`config.mk`:
```
export PLATFORM = sky130hd
export DESIGN_NAME = an_encoder_n29_6x6
export DESIGN_NICKNAME = d
export VERILOG_FILES = /design/src/rtl/an_n29_pkg.sv /design/src/rtl/an_encode_n29.sv /design/src/rtl/an_encoder_n29_6x6.sv
export SDC_FILE = /design/constraint.sdc
export NUM_CORES = 1
export LEC_CHECK = 0
export ABC_AREA = 0
export BUFFER_PORTS_ARGS = -buffer_cell sky130_fd_sc_hd__buf_2
export CAP_MARGIN = 5
export CORE_MARGIN = 5
export CORE_UTILIZATION = 54
export CTS_CLUSTER_DIAMETER = 100
export CTS_CLUSTER_SIZE = 25
export DETAILED_ROUTE_END_ITERATION = 8
export HOLD_SLACK_MARGIN = 0.12
export PLACE_DENSITY = 0.85
export SYNTH_ARGS = -nofsm -noshare
export SYNTH_HDL_FRONTEND = slang
export SYNTH_HIERARCHICAL = 1
export SYNTH_SLANG_ARGS = --single-unit
```
`constraint.sdc`:
```
create_clock -name clk -period 2.9 [get_ports clk]
set_input_delay 0.145 -clock clk [delete_from_list [all_inputs] [get_ports clk]]
set_output_delay 0.145 -clock clk [all_outputs]
set_load 0.1 [all_outputs]
```
`src/rtl/an_n29_pkg.sv`:
```
// Shared constants and types for the 6x6 AN-code (A=29) encoder.
package an_n29_pkg;

  localparam int A     = 29;
  localparam int ROWS  = 6;
  localparam int COLS  = 6;
  localparam int MW    = 10;
  localparam int CW    = 14;
  localparam int NSLOT = ROWS * COLS;
  localparam int CNTW  = 6;

  // Largest message whose product still fits in a codeword: floor((2^CW-1)/A) = 564.
  localparam logic [MW-1:0] MSG_MAX = MW'(((1 << CW) - 1) / A);

  typedef logic [CW-1:0] cw_t;

  typedef enum logic {
    FILL = 1'b0,
    FULL = 1'b1
  } state_t;

endpackage

```
`src/rtl/an_encode_n29.sv`:
```
// Single-word AN encoder: cw = msg*29 via shift-add, zeroed when msg is out of range.
module an_encode_n29
  import an_n29_pkg::*;
(
  input  logic [MW-1:0] msg,
  output cw_t           cw,
  output logic          ovf
);

  logic [CW:0] m15;
  logic [CW:0] prod;

  // 29 = 16 + 8 + 4 + 1; the product is formed at 15 bits so 1023*29 cannot wrap.
  // Bit 14 can only be set by an out-of-range message, so folding it into ovf
  // changes nothing functionally and keeps every product bit observed.
  always_comb begin
    m15  = {{(CW + 1 - MW){1'b0}}, msg};
    prod = (m15 << 4) + (m15 << 3) + (m15 << 2) + m15;
    ovf  = (msg > MSG_MAX) | prod[CW];
    cw   = ovf ? '0 : prod[CW-1:0];
  end

endmodule

```
`src/rtl/an_encoder_n29_6x6.sv`:
```
// Collects 36 AN-encoded messages into a row-major 6x6 frame and hands it
// off under valid/ready.
//
//   state | meaning
//   ------+---------------------------------------------------------------
//   FILL  | accepting messages; slot fill_cnt is written on each accept
//   FULL  | frame complete and held stable until frame_ready
module an_encoder_n29_6x6
  import an_n29_pkg::*;
(
  input  logic                 clk,
  input  logic                 rst_n,
  input  logic                 in_valid,
  output logic                 in_ready,
  input  logic [MW-1:0]        in_msg,
  output logic                 frame_valid,
  input  logic                 frame_ready,
  output logic [NSLOT*CW-1:0]  frame_cw,
  output logic                 frame_ovf,
  output logic [NSLOT-1:0]     ovf_mask,
  output logic [CNTW-1:0]      fill_cnt
);

  state_t state, state_next;
  cw_t    enc_cw;
  logic   enc_ovf;
  logic   accept;
  logic   release_frame;
  cw_t    slot [NSLOT];

  an_encode_n29 u_enc (
    .msg (in_msg),
    .cw  (enc_cw),
    .ovf (enc_ovf)
  );

  // State register.
  always_ff @(posedge clk or negedge rst_n) begin
    if (!rst_n) state <= FILL;
    else        state <= state_next;
  end

  // Next state and handshake outputs; in_ready depends on state only, so the
  // release cycle cannot also accept a message.
  always_comb begin
    state_next    = state;
    in_ready      = 1'b0;
    frame_valid   = 1'b0;
    accept        = 1'b0;
    release_frame = 1'b0;
    case (state)
      FILL: begin
        in_ready = 1'b1;
        accept   = in_valid;
        if (accept && fill_cnt == CNTW'(NSLOT - 1)) state_next = FULL;
      end
      FULL: begin
        frame_valid   = 1'b1;
        release_frame = frame_ready;
        if (release_frame) state_next = FILL;
      end
      default: state_next = FILL;
    endcase
  end

  // Fill counter, per-slot overflow mask and its OR, cleared on release.
  always_ff @(posedge clk or negedge rst_n) begin
    if (!rst_n) begin
      fill_cnt  <= '0;
      ovf_mask  <= '0;
      frame_ovf <= 1'b0;
    end else if (release_frame) begin
      fill_cnt  <= '0;
      ovf_mask  <= '0;
      frame_ovf <= 1'b0;
    end else if (accept) begin
      fill_cnt  <= fill_cnt + CNTW'(1);
      frame_ovf <= frame_ovf | enc_ovf;
      for (int k = 0; k < NSLOT; k++) begin
        if (fill_cnt == CNTW'(k)) ovf_mask[k] <= enc_ovf;
      end
    end
  end

  // Slot register file; slots keep old contents across release until rewritten.
  always_ff @(posedge clk or negedge rst_n) begin
    if (!rst_n) begin
      for (int k = 0; k < NSLOT; k++) slot[k] <= '0;
    end else if (accept) begin
      for (int k = 0; k < NSLOT; k++) begin
        if (fill_cnt == CNTW'(k)) slot[k] <= enc_cw;
      end
    end
  end

  // Flatten slots onto the frame bus, slot k at bits [k*CW +: CW].
  always_comb begin
    frame_cw = '0;
    for (int k = 0; k < NSLOT; k++) frame_cw[k*CW +: CW] = slot[k];
  end

endmodule

```
==> flow_metrics.tcl <==
set metrics [dict create \
    cts-root-buf "clkbuf_16" \
    yosys-top-cells-count "dfrtp_1 (548), mux2_2 (396), mux2_4 (72)" \
    gp_congestion 0.8797 \
    period_share_pct 110.2 \
    netlist_top_cells_area "dfrtp_1 (60%), mux2_2 (19%), mux2_4 (4.7%)" \
    grt_max_degree 103 \
    cap_viol_max_count 0 \
    yosysUniqueCellTypes 62 \
    grt_pass1_wl_um 108600 \
    dp_hpwl_um 50830 \
    htree_levels 1 \
    reg2reg_to "frame_cw[67]" \
    worstSetupPathType "input port to register" \
    fin_ws_ps -296.9 \
    min_from "frame_ready" \
    port_buffers 562 \
    cp_slowest_cell "fa_1" \
    crit_path_end_kind "register" \
    wl_um 76840 \
    synth_edf_count 0 \
    layout.nets 2178 \
    yosysTopAreaCell "dfrtp_1" \
    drc 0 \
    crit_path_max_incr_delay_ps 560 \
    required_ps 3370 \
    via_per_inst 5.818 \
    cts.sinks 548 \
    status "finished with violations" \
    clock_skew_ps 29.13 \
    die_h_um 216.4 \
    clockBufferDepth 3 \
    clock_latency_ps 590 \
    rsz0062_at_grt "true" \
    ant_nets 0 \
    synth-async-reset-ratio_pct 100.0 \
    cp-startpoint "in_msg[1]" \
    antenna_found_initial 1 \
    synthesis.area_um2 23000 \
    die_w_um 216.4 \
    dr.pass1.iters 5 \
    ys.flop_type "dfrtp_1" \
    tns_ps -105890 \
    cp_max_fo 6 \
    synth_nets 1524 \
    drt_iter0_drc 1366 \
    arrival_ps 3660 \
    synth_seq_cells 548 \
    ys_seq_area_share_pct 59.62 \
    grt_pass1_vias 16550 \
    grt_overflow 0 \
    syn_area_per_cell_um2 15.71 \
    hold_path.class "input port to register" \
    setup_violations 538 \
    hold_violations 0 \
    clk_pin_slew_worst_paths_ps 110 \
    slew_viol_final 0 \
    violations "setup timing" \
    cts_tree "built" \
    synth_top_area_share_pct 59.62 \
    fmax_mhz 312.8 \
    detail_route.wl_per_cell_um 28.92 \
    ff2ff_setup_slack_ps 250 \
    antennaDiodeCount 0 \
    crit_end "frame_cw[391]" \
    r2r_cells 3 \
    ys_warn_count 6 \
    crit_path_cell_trace "buf_8, clkinvlp_4, fa_1, fa_1, inv_2, ha_4, inv_2, fa_2, nor2b_4, o211a_1, buf_6, nor3_4, o21ai_4, buf_12, buf_16, buf_8, a2bb2oi_4, buf_12, buf_6, buf_16, mux2_4" \
    synth.most_common_cell "dfrtp_1" \
    syn2layout_area_growth_pct 31.12 \
    vias 15460 \
    row_count 75 \
    numCtsBuffers 25 \
    boundaryPins 563 \
    grt_usage_pct 30.42 \
    worst_slew_pin_slew_ps 1117 \
    die_area_um2 46820 \
    synthesis.instances 1464 \
    start_util_pct 54.71 \
    reg2reg_from "fill_cnt[2]" \
    slew-limit-headroom_pct 25.28 \
    core_um2 42040 \
    fin_crit_ps 3197 \
    drive_gt1_share_pct 62.23 \
    critPathLaunchType "input port" \
]
==> state kept, by name (all words and copies together), names as in the netlist <==
name / flops
state: 1
frame_cw: 504
ovf_mask: 36
fill_cnt: 6
frame_ovf: 1
==> how the worst min path moves through the flow <==
stage,slack (ps),end,depth (start not counted)
finish,380,state,3
CTS,340,frame_cw[154],6
detailed placement,140,frame_cw[168],1
floorplan,-150,fill_cnt[0],0
global placement,130,frame_cw[423],1
global route,390,frame_cw[364],6
==> kinds of logic (layout without fill, tap and decap cells) <==
group,after synthesis,in the layout,share of synthesized area [%]
multiplexers,540,540,27.42
buffers and inverters,146,800,3.596
flip-flops,548,548,59.62
AO/OA/AOI/OAI,57,57,1.937
AND/OR/NAND/NOR,121,121,4.150
adder cells (fa/ha/maj),46,46,3.057
XOR/XNOR,6,6,0.2285
==> repair_timing <==
action	in CTS	in global routing
setup endpoints to repair	538	539
hold endpoints to repair	491	0
pin swaps	15	2
hold buffers	5	0
setup buffers	20	11
resized for setup	54	83
cloned	7	14
==> metrics by stage <==
| step | setup WS, ps | util (%) | instance area [µm²] | hold slack, ps | instances |
|---|---|---|---|---|---|
| after floorplan | -554.0 | - | 24490 | -150.6 | 1464 |
| after global placement | -724.1 | 67.01 | 28170 | 132.8 | 2573 |
| after detailed placement | -782.2 | 67.01 | 28170 | 136.5 | 2573 |
| after CTS | -149.8 | 70.13 | 29480 | 340.4 | 2632 |
| after global routing | -326.3 | 71.74 | 30160 | 388.4 | 2657 |
| final | -296.9 | 71.74 | 30160 | 377.0 | 2657 |
==> worst max-delay path: cells and delay by family <==
family          cells  cell delay [ps]
simple gates        2              160
fa+ha+maj           4             1550
buf+inv            11             1150
mux                 1              250
compound gates      3              390
==> cells in the final DEF, fill, tap and decap left out, types with 6 or more instances in the layout <==
master,count
nand3_4,12
buf_16,8
clkbuf_16,34
inv_1,20
mux2_1,27
clkinvlp_4,6
buf_6,20
buf_12,37
mux2_2,97
mux2i_1,36
buf_2,556
inv_2,9
o21ai_0,9
nor2_2,7
mux2_4,380
nand3_1,8
a21oi_4,8
and3_1,9
buf_4,88
dfrtp_1,548
nand2_1,42
buf_8,15
fa_1,14
nand3b_1,6
ha_1,25
==> metal layers <==
layer | global-route usage, % | vias to the layer above | routed length (µm) | share of wire (%)
met5 | 0 | - | 13 | 0.017
met4 | 14.18 | 2 | 4111 | 5.4
met3 | 6.629 | 208 | 5690 | 7.4
met2 | 50.80 | 741 | 37680 | 49
met1 | 38.27 | 8132 | 29340 | 38
li1 | - | 6376 | - | -
==> area by class of cell <==
cell class	count	area, µm²
flip-flops and latches	548	13710
clock inverters	1	8.758
multi-input cells	770	9842
clock buffers	26	639.4
well taps	539	674.4
repair buffers	738	5130
inverters	35	153.9
fillers	2597	11880
Power is not shown: default switching activity piles up to over one toggle a cycle in this logic, so the estimate is an artifact.
